File: src/rtl/ntt_pkg.sv
// Shared definitions for the NTT butterfly PE: default modulus, mode encoding
// and the modular add/sub/halve helpers used by the datapath.
package ntt_pkg;

    localparam int Q_DEFAULT = 12289;

    typedef enum logic [1:0] {
        MODE_NTT  = 2'b00,
        MODE_INTT = 2'b01,
        MODE_PWM  = 2'b10,
        MODE_RSVD = 2'b11
    } mode_e;

    function automatic logic [31:0] mod_add(input logic [31:0] a, input logic [31:0] b,
                                            input logic [31:0] q);
        logic [31:0] s;
        s = a + b;
        return (s >= q) ? s - q : s;
    endfunction

    function automatic logic [31:0] mod_sub(input logic [31:0] a, input logic [31:0] b,
                                            input logic [31:0] q);
        return (a < b) ? a - b + q : a - b;
    endfunction

    // Division by two in the field: odd values borrow one modulus to become even.
    function automatic logic [31:0] mod_half(input logic [31:0] x, input logic [31:0] q);
        return x[0] ? (x + q) >> 1 : x >> 1;
    endfunction

endpackage

File: src/rtl/mod_mul_pipe.sv
// Pipelined modular multiplier: p = a*b mod Q after exactly MUL_LAT clocks,
// with a valid bit travelling alongside the data.
module mod_mul_pipe #(
    parameter int DATA_WIDTH = 14,
    parameter int Q          = 12289,
    parameter int MUL_LAT    = 4
) (
    input  logic                  i_clk,
    input  logic                  i_rst,
    input  logic [DATA_WIDTH-1:0] i_a,
    input  logic [DATA_WIDTH-1:0] i_b,
    input  logic                  i_in_valid,
    output logic [DATA_WIDTH-1:0] o_p,
    output logic                  o_out_valid
);

    localparam int PW = 2 * DATA_WIDTH;
    localparam logic [PW-1:0] QP = PW'(Q);

    logic [PW-1:0]         w_prod;
    logic [DATA_WIDTH-1:0] r_p;
    logic [MUL_LAT-1:0]    r_vld;

    assign w_prod = PW'(i_a) * PW'(i_b);

    // Raw product is carried through the early stages; reduction happens in the last one.
    generate
        if (MUL_LAT == 1) begin : g_single
            always_ff @(posedge i_clk) begin
                r_p <= DATA_WIDTH'(w_prod % QP);
            end
        end else begin : g_multi
            logic [PW-1:0] r_prod [MUL_LAT-1];
            always_ff @(posedge i_clk) begin
                r_prod[0] <= w_prod;
                for (int i = 1; i < MUL_LAT - 1; i++) begin
                    r_prod[i] <= r_prod[i-1];
                end
                r_p <= DATA_WIDTH'(r_prod[MUL_LAT-2] % QP);
            end
        end
    endgenerate

    always_ff @(posedge i_clk) begin
        if (i_rst) begin
            r_vld <= '0;
        end else begin
            r_vld[0] <= i_in_valid;
            for (int i = 1; i < MUL_LAT; i++) begin
                r_vld[i] <= r_vld[i-1];
            end
        end
    end

    assign o_p         = r_p;
    assign o_out_valid = r_vld[MUL_LAT-1];

endmodule

File: src/rtl/ntt_bf_pe_stream.sv
// Unified CT-NTT / GS-INTT / pointwise-multiply butterfly PE with a fixed
// MUL_LAT+3 cycle latency in every mode and drain-before-switch mode changes.
module ntt_bf_pe_stream
    import ntt_pkg::*;
#(
    parameter int DATA_WIDTH = 14,
    parameter int Q          = Q_DEFAULT,
    parameter int MUL_LAT    = 4
) (
    input  logic                  i_clk,
    input  logic                  i_rst,
    input  logic                  i_in_valid,
    output logic                  o_in_ready,
    input  logic [1:0]            i_in_mode,
    input  logic [DATA_WIDTH-1:0] i_u,
    input  logic [DATA_WIDTH-1:0] i_v,
    input  logic [DATA_WIDTH-1:0] i_w,
    output logic                  o_out_valid,
    output logic [DATA_WIDTH-1:0] o_bf_upper,
    output logic [DATA_WIDTH-1:0] o_bf_lower,
    output logic                  o_busy
);

    localparam int LAT = MUL_LAT + 3;
    localparam int CW  = $clog2(LAT + 1);
    localparam logic [31:0] QW = 32'(Q);

    logic [CW-1:0]         r_count;
    logic [1:0]            r_cur_mode;
    logic                  w_accept;

    logic                  r_s1_vld;
    mode_e                 r_s1_mode;
    logic [DATA_WIDTH-1:0] r_s1_u, r_s1_v, r_s1_w;

    logic [DATA_WIDTH-1:0] w_s2_diff, w_s2_half;
    logic                  r_s2_vld;
    mode_e                 r_s2_mode;
    logic [DATA_WIDTH-1:0] r_s2_a, r_s2_b, r_s2_side;

    logic [DATA_WIDTH-1:0] w_mul_p;
    logic                  w_mul_vld;
    logic [DATA_WIDTH-1:0] r_side_dly [MUL_LAT];
    mode_e                 r_mode_dly [MUL_LAT];

    logic [DATA_WIDTH-1:0] w_up, w_lo;
    logic                  r_out_valid;
    logic [DATA_WIDTH-1:0] r_bf_upper, r_bf_lower;

    // A beat of a different mode waits until every older beat has been emitted.
    assign o_busy     = (r_count != '0);
    assign o_in_ready = ~(i_in_valid & (i_in_mode != r_cur_mode) & o_busy);
    assign w_accept   = i_in_valid & o_in_ready;

    always_ff @(posedge i_clk) begin
        if (i_rst) begin
            r_count    <= '0;
            r_cur_mode <= MODE_NTT;
        end else begin
            if (w_accept && !r_out_valid) begin
                r_count <= r_count + 1'b1;
            end else if (!w_accept && r_out_valid) begin
                r_count <= r_count - 1'b1;
            end
            if (w_accept) begin
                r_cur_mode <= i_in_mode;
            end
        end
    end

    // The reserved encoding is folded into PWM before it enters the datapath.
    always_ff @(posedge i_clk) begin
        if (i_rst) begin
            r_s1_vld <= 1'b0;
        end else begin
            r_s1_vld <= w_accept;
        end
        r_s1_mode <= (i_in_mode == MODE_RSVD) ? MODE_PWM : mode_e'(i_in_mode);
        r_s1_u    <= i_u;
        r_s1_v    <= i_v;
        r_s1_w    <= i_w;
    end

    assign w_s2_diff = DATA_WIDTH'(mod_sub(32'(r_s1_u), 32'(r_s1_v), QW));
    assign w_s2_half = DATA_WIDTH'(mod_half(mod_add(32'(r_s1_u), 32'(r_s1_v), QW), QW));

    // INTT multiplies the difference and carries the halved sum; other modes carry u.
    always_ff @(posedge i_clk) begin
        if (i_rst) begin
            r_s2_vld <= 1'b0;
        end else begin
            r_s2_vld <= r_s1_vld;
        end
        r_s2_mode <= r_s1_mode;
        r_s2_b    <= r_s1_w;
        if (r_s1_mode == MODE_INTT) begin
            r_s2_a    <= w_s2_diff;
            r_s2_side <= w_s2_half;
        end else begin
            r_s2_a    <= r_s1_v;
            r_s2_side <= r_s1_u;
        end
    end

    mod_mul_pipe #(
        .DATA_WIDTH (DATA_WIDTH),
        .Q          (Q),
        .MUL_LAT    (MUL_LAT)
    ) u_mul (
        .i_clk       (i_clk),
        .i_rst       (i_rst),
        .i_a         (r_s2_a),
        .i_b         (r_s2_b),
        .i_in_valid  (r_s2_vld),
        .o_p         (w_mul_p),
        .o_out_valid (w_mul_vld)
    );

    always_ff @(posedge i_clk) begin
        r_side_dly[0] <= r_s2_side;
        r_mode_dly[0] <= r_s2_mode;
        for (int i = 1; i < MUL_LAT; i++) begin
            r_side_dly[i] <= r_side_dly[i-1];
            r_mode_dly[i] <= r_mode_dly[i-1];
        end
    end

    always_comb begin
        w_up = w_mul_p;
        w_lo = r_side_dly[MUL_LAT-1];
        case (r_mode_dly[MUL_LAT-1])
            MODE_NTT: begin
                w_up = DATA_WIDTH'(mod_add(32'(r_side_dly[MUL_LAT-1]), 32'(w_mul_p), QW));
                w_lo = DATA_WIDTH'(mod_sub(32'(r_side_dly[MUL_LAT-1]), 32'(w_mul_p), QW));
            end
            MODE_INTT: begin
                w_up = r_side_dly[MUL_LAT-1];
                w_lo = DATA_WIDTH'(mod_half(32'(w_mul_p), QW));
            end
            default: begin
            end
        endcase
    end

    // Result registers hold their last value across bubbles.
    always_ff @(posedge i_clk) begin
        if (i_rst) begin
            r_out_valid <= 1'b0;
            r_bf_upper  <= '0;
            r_bf_lower  <= '0;
        end else begin
            r_out_valid <= w_mul_vld;
            if (w_mul_vld) begin
                r_bf_upper <= w_up;
                r_bf_lower <= w_lo;
            end
        end
    end

    assign o_out_valid = r_out_valid;
    assign o_bf_upper  = r_bf_upper;
    assign o_bf_lower  = r_bf_lower;

endmodule

File: config.mk
export PLATFORM = sky130hd
export DESIGN_NAME = ntt_bf_pe_stream
export DESIGN_NICKNAME = d
export VERILOG_FILES = /design/src/rtl/ntt_pkg.sv /design/src/rtl/mod_mul_pipe.sv /design/src/rtl/ntt_bf_pe_stream.sv
export SDC_FILE = /design/constraint.sdc
export NUM_CORES = 1
export LEC_CHECK = 0
export ABC_AREA = 1
export CORE_ASPECT_RATIO = 1.1
export CORE_MARGIN = 3
export CORE_UTILIZATION = 45
export CTS_CLUSTER_SIZE = 40
export DETAILED_ROUTE_END_ITERATION = 10
export HOLD_SLACK_MARGIN = 0.02
export SKIP_CTS_REPAIR_TIMING = 1
export SLEW_MARGIN = 15
export SYNTH_ARGS = -nofsm -noshare
export SYNTH_HDL_FRONTEND = slang
export SYNTH_SLANG_ARGS = --single-unit
File: constraint.sdc
create_clock -name i_clk -period 14.09 [get_ports i_clk]
set_clock_uncertainty 0.15 [all_clocks]
set_input_delay 2.1135 -clock i_clk [delete_from_list [all_inputs] [get_ports i_clk]]
set_output_delay 2.1135 -clock i_clk [all_outputs]
set_load 0.01 [all_outputs]
* Word-level counts from Yosys, hierarchy flattened
Memory sizes are Yosys's and may differ from the RTL's. Cells that the tools add are included.
Storage, ports and cells: bits in registers 142, memory bits (writable) 148, bits of input ports 47, memories 3, logic and storage cells 65, output and inout port bits 31
Cells by class: add/sub/neg operators 12, multiply operators 1, equality and inequality tests 4, reduce and logical (&&, ||, !) cells 7, muxes and demuxes 12, $lt $le $gt $ge 4, bitwise operators 4, div/mod/pow operators 1
Memories:
- u_mul.g_multi.r_prod | words 3, width 28, read ports 3, clocked after Yosys merged registers in 0, wr ports 3, RTL line mod_mul_pipe.sv:33 | logic [PW-1:0] r_prod [MUL_LAT-1];
- r_side_dly | words 4, width 14, read ports 4, clocked after Yosys merged registers in 0, wr ports 4, RTL line ntt_bf_pe_stream.sv:43 | logic [DATA_WIDTH-1:0] r_side_dly [MUL_LAT];
- r_mode_dly | words 4, width 2, read ports 4, clocked after Yosys merged registers in 0, wr ports 4, RTL line ntt_bf_pe_stream.sv:44 | mode_e r_mode_dly [MUL_LAT];
Operator list (count):
- 14-bit 2-to-1 mux | 7
- 14-bit case mux with 2 select lines | 2
- 14-bit by 14-bit adder with 15-bit output | 2
- 15-bit by 14-bit >= comparator with 1-bit output (second input constant) | 2
- 14-bit adder (second input constant) | 2
- 14-bit less-than comparator | 2
- 28-bit by 14-bit modulo with 28-bit output (second input constant) | 1
- 14-bit by 14-bit multiplier with 28-bit output | 1
- 14-bit subtractor | 2
- 14-bit by 14-bit adder with 15-bit output (second input constant) | 1
- 15-bit by 14-bit adder with 15-bit output (second input constant) | 1
- 15-bit 2-to-1 mux | 1
- 15-bit by 14-bit subtractor with 15-bit output (second input constant) | 1
- 14-bit subtractor (second input constant) | 1
- 3-bit 2-to-1 mux | 2
- 2-bit by 1-bit equality test with 1-bit output (second input constant) | 2
- 3-bit by 1-bit adder with 3-bit output (second input constant) | 1
- 1-bit bitwise AND | 3
- 3-bit nonzero test | 1
- 3-bit by 1-bit subtractor with 3-bit output (second input constant) | 1
- 2-bit equality test (second input constant) | 1
- 1-bit logical AND | 2
- 1-bit zero test | 2
- 2-bit zero test | 1
- other kinds (3) | 3

* Depth between registers and ports, before layout
word-level depth 9, mapped depth 126, depth with buffers taken out 123

* Cells and area by module
A second synthesis with hierarchy kept.
Unflattened totals: cells, all modules 4296, area, all modules 29738.5 um^2
By module, submodules not included:
- mod_mul_pipe | cells an instance 2943, area each 19496.2 um^2, instances 1, sequential area each 2042.0 um^2
- ntt_bf_pe_stream | cells an instance 1353, area each 10242.3 um^2, instances 1, sequential area each 3763.6 um^2

* Worst setup path after synthesis
Ideal clock, no wire load.
path kind flip-flop to flip-flop, start memory u_mul.g_multi.r_prod[0][71] (netlist bit), end register u_mul.r_p[1] (netlist: u_mul.o_p[1]), clock period less this slack 11.715 ns, cell stages (with the launch flop) 111, slack 2.375 ns, buffers on the path 10, arrival time 11.451 ns, setup time 0.115 ns, required time 13.825 ns, path through dfxtp_1 nor2_2 nand2_2 nor2_4 nand2_2 nand2_4 inv_2 nand2_2 nand3_2 nor2_4 nand3_4 nand2_4 nand2_8 nand2_1 nand4_1 nor2_4 nand3_4 nand2_4 (+75 left out) nand2_1 nor2_1 nand2_2 nand2_2 nand3_4 buf_6 nand2_1 nand2_1 inv_1 ha_1 nand3_1 nor2_2 nand2_1 nand2_2 nand2_4 buf_6 nand2_1 o21ai_2
RTL lines:
- start: declaration | RTL line mod_mul_pipe.sv:33
- end signal: assignment | RTL line mod_mul_pipe.sv:39 | r_p <= DATA_WIDTH'(r_prod[MUL_LAT-2] % QP);
- end: declaration | RTL line mod_mul_pipe.sv:21 | logic [DATA_WIDTH-1:0] r_p;

==> summary.md <==
| Metric | Value |
|---|---|
| Vias post-DR | 23800 |
| Post-Synth Simple-Gate Area | 0.352 |
| Number of placed I/O pins | 78 |
| Number of global-route vias before repair | 22200 |
| Antenna diode count | 0 |
| Flip-flop cell with the highest count after synthesis | sky130_fd_sc_hd__dfxtp_1 |
| Hold Fails Final Rpt | 0 |
| Detailed-route DRC error count | 0 |
| Relative slew slack | 0.291 |
| Cell Count Post-Placement | 4607 |
| DR WL/cell | 14.0 µm |
| Drt first pass iters | 6 |
| Total number of H-tree levels | 1 |
| Total of max-cap violations | 0 |
| Part of the cycle the worst path needs | 0.926 |
| Most frequent cell on the critical path | sky130_fd_sc_hd__nand2_1 |
| Die X | 239 µm |
| Longest individual stage delay on the worst path | 330 ps |
| Syn Std Cell Area | 26900 µm² |
| Data required time at the worst endpoint | 14400 ps |
| Clock sink total | 290 |
| Finished Core Util | 0.520 |
| Library cell contributing the largest single delay on the critical path | sky130_fd_sc_hd__dfxtp_1 |
| Most area-consuming cells after synthesis | sky130_fd_sc_hd__dfxtp_1 (22%), sky130_fd_sc_hd__nand2_1 (14%), sky130_fd_sc_hd__fa_1 (11%), sky130_fd_sc_hd__inv_1 (8.5%), sky130_fd_sc_hd__ha_1 (7.5%) |
| Type of the most critical hold path | reg -> reg |
| Count leader, synth | sky130_fd_sc_hd__nand2_1 |
| Share of synthesized cell area in full adder, half adder and majority cells | 0.183 |
| Dominant combinational cell family by area after synthesis | simple AND/OR/NAND/NOR gates |
| Global route overflow | 0 |
| Sequential share of the synthesized area | 0.215 |
| Total detailed-routing wirelength | 66600 µm |
| Synthesized netlist cell count | 3842 |
| Launch point of the worst hold path | u_mul.g_multi.r_prod[0][29]$_DFF_P_ |
| Detailed placement HPWL | 51400 µm |
| Synth Area in Compound Gates | 0.0843 |
| Final cell count without fillers | 4756 |
| Sequential cell area in the final layout | 5810 µm² |
| Top post-synthesis cells by count | sky130_fd_sc_hd__nand2_1 (971), sky130_fd_sc_hd__inv_1 (612), sky130_fd_sc_hd__dfxtp_1 (290), sky130_fd_sc_hd__nand3_1 (285), sky130_fd_sc_hd__nor2_1 (266) |
| Count of synthesis-stage warnings from yosys | 0 |
| Timing-limited maximum frequency | 76.6 MHz |
| Run status | complete, no violations |
| Final setup vio count | 0 |
| Number of buffers added on ports | 77 |
| GPL Wtd Cong | 0.901 |
| Category of the worst setup path capture point | flip-flop |
| Placement row count | 93 |
| Chip height | 263 µm |
| Initial cell density of the core | 0.458 |
| Antenna-violating nets left | 0 |
| Share of flip-flops with an asynchronous set or reset after synthesis | 0 |
| First-pass GRT wire length | 108000 µm |
| XOR/XNOR Fraction of Synth Area | 0.0510 |
| Reg-to-reg startpoint | u_mul.g_multi.r_prod[0][77]$_DFF_P_ |
| Cell type contributing the most total cell area after synthesis | sky130_fd_sc_hd__dfxtp_1 |
| Root Driver | sky130_fd_sc_hd__clkbuf_16 |
| Clock transition at the registers of the reported paths | 70 ps |
| Total area of multi-input combinational cells | 18700 µm² |
| Number of nets in the layout | 4326 |
| Maximum clock path buffer count | 3 |
| Critical path launch point | u_mul.g_multi.r_prod[0][77]$_DFF_P_ |
| Critical Path Source Type | flip-flop |
| Fraction of layout cells with a size suffix above 1 | 0.155 |
| Area share of the largest cell type after synthesis | 0.215 |
| Drt initial violations | 1506 |
| Area growth from synthesis to layout | 13.6% |
| Synthesized area per cell | 7.01 µm² |
| Clock tree from TritonCTS | yes |
| Count of unique library cells instantiated by Yosys | 70 |
| Maximum number of pins on one net before global-route repair | 37 |
| Flops & latches, synth | 290 |
| Net Count, Synth | 4196 |
| Biggest fanout along the worst timing path | 17 |
| Slack of the worst reg-to-reg path | 1040 ps |
| Max-slew violation total from the final report | 0 |
| Clock period minus final worst setup slack | 13050 ps |
| Number of buffers created by CTS | 30 |
| Filler cell count | 5753 |
| EDFF count, synth | 0 |
| Number of antenna violations at the first check in global routing | 0 |
| Insertion delay of the later-clocked pin in the worst-skew pair | 580 ps |
| Core box area | 58900 µm² |
| Worst Path Class, Setup | reg -> reg |
| Total routing resource utilization after global routing | 0.204 |
| Worst-Margin Slew | 1060 ps |
| Data arrival time of the critical path | 13370 ps |
| Multiplexer area fraction after synthesis | 0 |
| Die outline area | 62900 µm² |
| Avg Vias per Cell | 4.99 |
per-layer routing:
layer  GRT usage  routed length (µm)  vias to the layer above
met3      0.0210                2620                       82
met2       0.346               31700                      471
met5           0                   0                        -
li1            -                   -                    12300
met1       0.282               30900                    10900
met4      0.0422                1280                        0
cell usage in the layout, fill, tap and decap left out, types with 130 or more instances in the layout:
| master | synthesis | routed |
|---|---|---|
| sky130_fd_sc_hd__nand2_1 | 971 | 941 |
| sky130_fd_sc_hd__inv_1 | 612 | 606 |
| sky130_fd_sc_hd__dfxtp_1 | 290 | 290 |
| sky130_fd_sc_hd__nand3_1 | 285 | 277 |
| sky130_fd_sc_hd__nor2_1 | 266 | 236 |
| sky130_fd_sc_hd__ha_1 | 161 | 160 |
| sky130_fd_sc_hd__fa_1 | 146 | 146 |
| sky130_fd_sc_hd__a21oi_1 | 143 | 141 |
| sky130_fd_sc_hd__o21ai_0 | 137 | 137 |
| sky130_fd_sc_hd__nand2_2 | 115 | 133 |
| sky130_fd_sc_hd__xor2_1 | 130 | 130 |
worst paths after layout:
check	endpoint	cells after the start
min	u_mul.g_multi.r_prod[0][57]$_DFF_P_	0
max	u_mul.o_p[10]$_DFF_P_	103
min reg2reg	u_mul.g_multi.r_prod[0][57]$_DFF_P_	0
max reg2reg	u_mul.o_p[10]$_DFF_P_	103
flip-flops by register name, summed over array words and instances, names as in the netlist, 3 cells and up:
name	cells
o_bf_lower	14
r_s1_v	14
u_mul.o_p	14
u_mul.r_vld	4
o_bf_upper	14
r_s1_w	14
r_s2_side	14
r_count	3
u_mul.g_multi.r_prod	84
r_s2_b	14
r_mode_dly	8
r_s2_a	14
r_side_dly	56
r_s1_u	14
area by class of cell:
class	count	area share
repair buffers	176	0.0504
clock inverters	18	0.00752
multi-input cells	2802	0.611
clock buffers	38	0.0275
flip-flops and latches	290	0.190
well taps	760	0.0310
inverters	672	0.0831
cell families after synthesis:
kind of cell,count (synthesis)
and+or+nand+nor,1934
buffers and inverters,758
AOI/OAI and AO/OA,397
adders and majority gates,307
DFF,290
xor gates and xnor gates,156
critical path, delay by kind of cell (launching register included):
| kind | cells | cell delay (ps) |
|---|---|---|
| simple gates | 90 | 10870 |
| buf+inv | 10 | 1030 |
| flops | 1 | 330 |
| compound gates | 2 | 240 |
| fa+ha+maj | 1 | 200 |
stage by stage:
stage          setup TNS (ps)  worst slack (ps)  hold WS [ps]  area, µm²
6_report                    0              1040           167      30600
5_1_grt                 -2730              -221           171      30600
4_1_cts                  -988              -103           152      29300
3_5_place_dp             -149             -39.3           162      28200
3_3_place_gp                0              96.3           160      28200
2_1_floorplan               0              2370           160      26900
Power is left out: the tool's default activity adds up to more than one toggle a clock period on the data nets, which glitch-free logic cannot reach.
